`config.mk`:
```
export PLATFORM = sky130hd
export DESIGN_NAME = instruction_fetch_unit
export DESIGN_NICKNAME = d
export VERILOG_FILES = /design/src/rtl/instruction_fetch_unit.sv
export SDC_FILE = /design/constraint.sdc
export NUM_CORES = 1
export LEC_CHECK = 0
export CAP_MARGIN = 20
export CORE_UTILIZATION = 50
export CTS_BUF_LIST = sky130_fd_sc_hd__clkbuf_16
export CTS_CLUSTER_DIAMETER = 50
export DETAILED_ROUTE_END_ITERATION = 10
export PLACE_DENSITY = 0.86
export SKIP_CTS_REPAIR_TIMING = 1
export SYNTH_ARGS = -nofsm -noshare
export SYNTH_HDL_FRONTEND = slang
export SYNTH_SLANG_ARGS = --single-unit
```
`constraint.sdc`:
```
create_clock -name clk -period 7.75 [get_ports clk]
set_input_delay 0.775 -clock clk [delete_from_list [all_inputs] [get_ports clk]]
set_output_delay 0.775 -clock clk [all_outputs]
set_load 0.05 [all_outputs]
```
`src/rtl/instruction_fetch_unit.sv`:
```
// Instruction fetch unit: holds the fetch PC, issues one word request at a time to a
// variable-latency instruction memory, and buffers returned words with their PC in a small
// FIFO that feeds decode over a valid/ready handshake. A redirect from execute retargets
// fetch, flushes the buffer and drops any response still in flight.
module instruction_fetch_unit #(
  parameter logic [31:0] RESET_PC   = 32'h0000_0000,
  parameter int unsigned FIFO_DEPTH = 2
) (
  input  logic                          clk,
  input  logic                          rst,
  input  logic                          redirect_valid,
  input  logic [31:0]                   redirect_pc,
  output logic                          imem_req_valid,
  input  logic                          imem_req_ready,
  output logic [31:0]                   imem_req_addr,
  input  logic                          imem_resp_valid,
  input  logic [31:0]                   imem_resp_data,
  output logic                          inst_valid,
  input  logic                          inst_ready,
  output logic [31:0]                   inst_out,
  output logic [31:0]                   inst_pc,
  output logic [$clog2(FIFO_DEPTH):0]   fifo_count
);

  localparam int unsigned PtrW = $clog2(FIFO_DEPTH);
  localparam int unsigned CntW = PtrW + 1;
  localparam logic [CntW-1:0] DepthCnt = CntW'(FIFO_DEPTH);

  typedef enum logic [1:0] {StIdle, StReq, StWait, StDiscard} state_e;

  state_e            state_q, state_d;
  logic [31:0]       fetch_pc_q;
  logic [31:0]       req_pc_q;
  logic [31:0]       buf_pc_q   [FIFO_DEPTH];
  logic [31:0]       buf_data_q [FIFO_DEPTH];
  logic [PtrW-1:0]   rd_ptr_q, wr_ptr_q;
  logic [CntW-1:0]   count_q;
  logic [CntW-1:0]   count_next;

  logic accept;
  logic push;
  logic pop;

  // Handshake events; a redirect suppresses both the push and the pop of its cycle.
  always_comb begin
    accept = (state_q == StReq) && imem_req_ready;
    push   = (state_q == StWait) && imem_resp_valid && !redirect_valid;
    pop    = (count_q != '0) && inst_ready && !redirect_valid;
    count_next = count_q;
    if (push && !pop) begin
      count_next = count_q + CntW'(1);
    end else if (pop && !push) begin
      count_next = count_q - CntW'(1);
    end
  end

  // State register.
  always_ff @(posedge clk) begin
    if (rst) begin
      state_q <= StIdle;
    end else begin
      state_q <= state_d;
    end
  end

  // Next-state logic; redirect decides whether an in-flight response must be discarded.
  always_comb begin
    state_d = state_q;
    unique case (state_q)
      StIdle: begin
        if (redirect_valid || (count_q < DepthCnt)) state_d = StReq;
      end
      StReq: begin
        if (redirect_valid) begin
          state_d = accept ? StDiscard : StReq;
        end else if (accept) begin
          state_d = StWait;
        end
      end
      StWait: begin
        if (redirect_valid) begin
          state_d = imem_resp_valid ? StReq : StDiscard;
        end else if (imem_resp_valid) begin
          state_d = (count_next < DepthCnt) ? StReq : StIdle;
        end
      end
      StDiscard: begin
        if (imem_resp_valid) state_d = StReq;
      end
      default: state_d = StIdle;
    endcase
  end

  // Outputs: request from the state, decode view from the FIFO head (zero when empty).
  always_comb begin
    imem_req_valid = (state_q == StReq);
    imem_req_addr  = fetch_pc_q;
    inst_valid     = (count_q != '0);
    inst_out       = inst_valid ? buf_data_q[rd_ptr_q] : 32'h0;
    inst_pc        = inst_valid ? buf_pc_q[rd_ptr_q] : 32'h0;
    fifo_count     = count_q;
  end

  // Fetch PC and the PC of the outstanding request; redirect wins over the post-accept advance.
  always_ff @(posedge clk) begin
    if (rst) begin
      fetch_pc_q <= RESET_PC;
      req_pc_q   <= RESET_PC;
    end else if (redirect_valid) begin
      fetch_pc_q <= {redirect_pc[31:2], 2'b00};
    end else if (accept) begin
      req_pc_q   <= fetch_pc_q;
      fetch_pc_q <= fetch_pc_q + 32'd4;
    end
  end

  // FIFO pointers and occupancy; redirect flushes.
  always_ff @(posedge clk) begin
    if (rst || redirect_valid) begin
      rd_ptr_q <= '0;
      wr_ptr_q <= '0;
      count_q  <= '0;
    end else begin
      if (push) wr_ptr_q <= wr_ptr_q + PtrW'(1);
      if (pop)  rd_ptr_q <= rd_ptr_q + PtrW'(1);
      count_q <= count_next;
    end
  end

  // FIFO storage; contents are only visible through a valid head, so no reset is needed.
  always_ff @(posedge clk) begin
    if (push) begin
      buf_pc_q[wr_ptr_q]   <= req_pc_q;
      buf_data_q[wr_ptr_q] <= imem_resp_data;
    end
  end

endmodule
```
==> flow_summary.ini, run 1 <==
[place]
dp_worst_setup_slack_ns = 4.17
port_buffers = 163
dp_hpwl_mm = 11.4
gp_congestion = 0.796

[global_route]
grt_overflow_total = 0
grt_usage_pct = 22.2
grt_pass1_vias = 5608
grt_max_degree = 73
grt_antenna_before_repair = 0
grt_pass1_wl_mm = 28.1

[cells_and_area]
layout_commonest_cell = clkdlybuf4s50_1
seqCellArea_sq_um = 5070
multi_input_area_sq_um = 2680
area_growth_pct = 29.8
diodes = 0
fin_nets = 915
final_util_pct = 67.3
final_cell_mix = clkdlybuf4s50_1 (162), edfxtp_1 (124), nor2_1 (94)
fillers = 1158
drive_above_1_share_pct = 5.76

[synthesis]
yosysUniqueCellTypes = 47
synthArstFlopShare_pct = 0
synth_edf_count = 124
synth_area_leader_cell = edfxtp_1
yosysSeqAreaShare_pct = 63.3
yosys-top-cells-area = edfxtp_1 (47%), dfxtp_1 (17%), mux2i_1 (7.8%)
ys.flop_type = edfxtp_1
syn_area_sq_um = 8000
ys_ff_latch = 191
ys_warn_count = 0
avgSynthCellArea_sq_um = 11.6
synth_top_area_share_pct = 46.6
syn_inst = 687

[sta]
holdWs_ns = 0.452
setup_viol = 0
tns_ns = 0
hold_violations = 0
setup_slack_ns = 4.37
min_period_ns = 3.38
slew_violations = 0
post-route-period-util_pct = 43.7
fmax_ghz = 0.296
rsz0062_at_grt = false
slew_headroom_pct = 49.5
clock_skew_ns = 0.00890
worst_pin_slew_ns = 0.757

[power_and_ir_drop]
cellPowerDensity_nw_per_um2 = 209
total_power_uw = 2170
vdd_drop_max_uv = 164
leakagePower_uw = 0.00335

[cts]
clockBufferDepth = 2
cts.clk_slew.worst_paths_ns = 0.06
cts_buffers = 17
cts_tree = yes
clk_latency_ns = 0.42
cts_sinks = 191
h-tree-depth = 4
cts-root-buf = clkbuf_16

[worst_setup_path]
critPathCapture = inst_out[25]
cp_data_arrival_time_ns = 2.61
reg2reg_depth = 11
cp-start-kind = flip-flop
crit_required_ns = 6.97
r2r_slack_ns = 5.06
worstSetupEndpointType = output port
worstPathCellList = inv_1 > ha_2 > buf_4 > nor2_1 > clkdlybuf4s50_1
cp_max_fo = 55
r2r_end = state_q[0]
crit_type = reg -> out
r2r_start = fifo_count[0]
cp-startpoint = fifo_count[0]
worst_path_max_delay_cell = clkdlybuf4s50_1
worst_path_largest_cell_delay_ns = 0.73

[die]
die-area_sq_um = 16500
core_sq_um = 15400
fp.dieW_um = 128
pin_count = 170
initial_utilization_pct = 51.8
die_h_um = 128
rows = 45

[routing]
wl_per_cell_um = 16.9
routed-via-count = 5798
first_pass_iters = 7
dr.first_iter.drc_count = 440
drc = 0
drt-vias-per-instance = 5.46
ant_nets = 0
wirelength_mm = 17.9

[outcome]
status = finished, final reports clean

[job]
cap_viol_max_count = 0

[hold_path]
hp-class = reg -> reg
hold_depth = 0
==> report_power, final <==
| part | internal, uW | total, uW | switching, uW |
|---|---|---|---|
| sequential | 1100 | 1130 | 28.2 |
| combinational | 74.2 | 185 | 110 |
| clock | 494 | 855 | 361 |
==> worst max-delay path: cells and delay by family, from the launching register on <==
| kind | cells | cell delay (ns) |
|---|---|---|
| flip-flops | 1 | 0.34 |
| AND/OR/NAND/NOR | 1 | 0.13 |
| buffers and inverters | 3 | 1.34 |
| adder cells (fa/ha/maj) | 1 | 0.36 |
==> registers in the layout (all words and copies together), names as in the netlist, named ones only <==
name,flops
buf_data_q,64
buf_pc_q,60
imem_req_addr,30
req_pc_q,30
fifo_count,2
state_q,2
rd_ptr_q,1
wr_ptr_q,1
==> per-stage QoR <==
| stage | instances | cell area [sq um] |
|---|---|---|
| after detailed placement | 1027 | 9740 |
| final | 1061 | 10400 |
| after floorplan | 690 | 8010 |
| after global placement | 1027 | 9740 |
| after global routing | 1061 | 10400 |
| after CTS | 1059 | 10300 |
==> worst min-delay path by stage <==
stage / start / to
floorplan: req_pc_q[10] / buf_pc_q[0][10]
global placement: req_pc_q[4] / buf_pc_q[0][4]
detailed placement: req_pc_q[31] / buf_pc_q[1][31]
CTS: req_pc_q[31] / buf_pc_q[1][31]
global route: req_pc_q[26] / buf_pc_q[0][26]
finish: req_pc_q[31] / buf_pc_q[1][31]
==> area by class of cell <==
type                       count  share of cell area (%)
clock buffer                  18                    4.34
clock inverter                14                    1.31
inverter                      11                   0.398
multi-input combinational    443                    25.8
sequential                   191                    48.8
tap                          211                    2.54
timing repair buffer         173                    16.7
==> cell families after synthesis <==
kind of cell | synth area share, %
AOI/OAI and AO/OA | 6.87
buffers and inverters | 3.44
and+or+nand+nor | 15.8
xor gates and xnor gates | 1.53
adders and majority gates | 1.25
DFF | 63.3
muxes | 7.76
other | 0.0469
==> layer usage <==
layer | part of all wire, % | GRT usage [%]
met1 | 41 | 27.2
met5 | 0 | 0
met2 | 49 | 38.1
met4 | 1.9 | 8.17
met3 | 7.8 | 5.36
==> Yosys cell counts (4+ instances only) <==
cell type and n:
a211oi_1 12, ha_1 8, buf_6 4, buf_4 4
a21oi_1 35, xor2_1 6, nor2_1 96, o31ai_1 5
inv_1 11, and2_1 6, or3_1 7, mux2i_1 62
nand2_1 85, edfxtp_1 124, nor4_1 6, clkbuf_1 29
nand4_1 12, xnor2_1 8, dfxtp_1 67, nand3_1 14
or4_1 9, nor3b_1 4, and4_1 7, a311oi_1 9
nor3_1 9, o21ai_0 9, buf_1 6
No activity file was read; power rests on OpenSTA's default activity.
==> run 2, diff against run 1 <==
--- a/config.mk
+++ b/config.mk
@@ -6,11 +6,11 @@
 export NUM_CORES = 1
 export LEC_CHECK = 0
 export CAP_MARGIN = 20
-export CORE_UTILIZATION = 50
+export CORE_UTILIZATION = 46
 export CTS_BUF_LIST = sky130_fd_sc_hd__clkbuf_16
 export CTS_CLUSTER_DIAMETER = 50
 export DETAILED_ROUTE_END_ITERATION = 10
-export PLACE_DENSITY = 0.86
+export PLACE_DENSITY = 0.83
 export SKIP_CTS_REPAIR_TIMING = 1
 export SYNTH_ARGS = -nofsm -noshare
 export SYNTH_HDL_FRONTEND = slang
==> constraint.sdc (replaced) <==
create_clock -name clk -period 2.76 [get_ports clk]
set_input_delay 0.276 -clock clk [delete_from_list [all_inputs] [get_ports clk]]
set_output_delay 0.276 -clock clk [all_outputs]
set_load 0.05 [all_outputs]
==> flow_summary.ini, run 2 (synthesized netlist as in run 1, its figures left out) <==
[outcome]
status = finished, final reports clean

[global_route]
grt_overflow_total = 0
grt_antenna_before_repair = 0
grt_usage_pct = 21.1
grt_pass1_vias = 5561
grt_max_degree = 55
grt_pass1_wl_mm = 28.9

[sta]
slew_violations = 0
post-route-period-util_pct = 96.1
fmax_ghz = 0.377
setup_viol = 0
setup_slack_ns = 0.109
hold_violations = 0
tns_ns = 0
min_period_ns = 2.65
clock_skew_ns = 0.00764
slew_headroom_pct = 40.6
worst_pin_slew_ns = 0.892

[cts]
h-tree-depth = 4
cts-root-buf = clkbuf_16
clockBufferDepth = 2
cts_tree = yes
cts_buffers = 17
cts.clk_slew.worst_paths_ns = 0.07
clk_latency_ns = 0.43
cts_sinks = 191

[power_and_ir_drop]
clockPowerShare_pct = 38.8
comb_power_share_pct = 8.8
p_int_uw = 4500
vdd_drop_max_uv = 463
switching_power_uw = 1520
cellPowerDensity_nw_per_um2 = 575
seq_power_share_pct = 52.4
p_sw_share_pct = 25.3
leakagePower_uw = 0.00342

[die]
fp.dieW_um = 134
die-area_sq_um = 17900
die_h_um = 134
pin_count = 170
rows = 47
core_sq_um = 16800
initial_utilization_pct = 47.7

[place]
gp_congestion = 0.792
port_buffers = 163
place_inst = 1046
dp_worst_setup_slack_ns = 0.379
dp_hpwl_mm = 12.3

[worst_setup_path]
r2r_slack_ns = 0.41
worstPathCellList = inv_1 > ha_4 > buf_4 > nor2_1 > clkdlybuf4s50_1
worst_path_largest_cell_delay_ns = 0.82
cp_num_buf_inv = 3
cp_data_arrival_time_ns = 2.38
cp_max_fo = 24
worstSetupEndpointType = output port
cp_top_family = buffers and inverters
r2r_start = state_q[1]
reg2reg_depth = 6
crit_type = reg -> out
r2r_end = imem_req_addr[22]
crit_required_ns = 2.48
worst_path_max_delay_cell = clkdlybuf4s50_1
cp-start-kind = flip-flop

[cells_and_area]
final_cell_mix = clkdlybuf4s50_1 (157), edfxtp_1 (124), nor2_1 (94)
diodes = 0
area_growth_pct = 30.9
final_util_pct = 62.5
top_register = buf_data_q
layoutNonFillerInstCount = 1078
reg.largest.list = buf_data_q (64), buf_pc_q (60)
layout_commonest_cell = clkdlybuf4s50_1
fillers = 1325
largest_reg_flops = 64
fin_nets = 923
drive_above_1_share_pct = 7.69

[routing]
first_pass_iters = 4
wirelength_mm = 18.3
dr.first_iter.drc_count = 372
drt-vias-per-instance = 5.37
routed-via-count = 5794
wl_per_cell_um = 17.0
drc = 0
ant_nets = 0

[job]
cap_viol_max_count = 0

[hold_path]
holdCritStartpoint = redirect_pc[17]
hold_depth = 3
hp-class = in -> reg
min_to = imem_req_addr[17]
-- run 2: power groups by stage --
stage / registers (uW) / logic (uW) / clock network (uW)
3_5_place_dp: 3220 / 529 / 0
2_1_floorplan: 3310 / 197 / 0
4_1_cts: 3150 / 533 / 2380
3_3_place_gp: 3210 / 519 / 0
6_report: 3150 / 532 / 2330
5_1_grt: 3160 / 566 / 2480
-- run 2: per-layer routing --
layer  vias to the layer above  share of wire, %  GRT usage (%)
met1                      2746                42           27.3
met5                         -                 0              0
met4                         0               1.3           7.83
met2                       216                49           35.0
li1                       2809                 -              -
met3                        23               7.6           4.46
-- run 2: worst max path at each step --
stage	from	end	slack, ns	cells past startpoint
after CTS	fifo_count[1]	inst_pc[11]	-0.10	5
final	fifo_count[1]	inst_pc[17]	0.11	5
after global placement	fifo_count[1]	inst_pc[11]	0.41	5
after global routing	fifo_count[1]	inst_pc[17]	-0.003	5
after detailed placement	fifo_count[1]	inst_pc[11]	0.38	5
after floorplan	imem_req_addr[2]	imem_req_addr[26]	0.33	5
-- run 2: worst min-delay path, delay by kind of cell --
| family | cells | cell delay, ns |
|---|---|---|
| buffers and inverters | 1 | 0.40 |
| AND/OR/NAND/NOR | 1 | 0.08 |
| AO/OA/AOI/OAI | 1 | 0.05 |
-- run 2: final cells by class --
| class | instances | area [sq um] | share of cell area, % |
|---|---|---|---|
| flip-flops and latches | 191 | 5070 | 48.4 |
| multi-input cells | 443 | 2690 | 25.7 |
| repair buffers | 181 | 1820 | 17.4 |
| clock buffers | 17 | 425 | 4.06 |
| well taps | 220 | 275 | 2.63 |
| clock inverters | 15 | 150 | 1.43 |
| inverters | 11 | 41.3 | 0.394 |
-- run 2: metrics by stage --
stage	instance area [sq um]	total power (uW)	hold slack [ns]
after floorplan	8020	3500	0.375
after global placement	9880	3730	0.431
after detailed placement	9880	3750	0.437
after global routing	10500	6210	0.416
final	10500	6020	0.418
after CTS	10500	6060	0.401
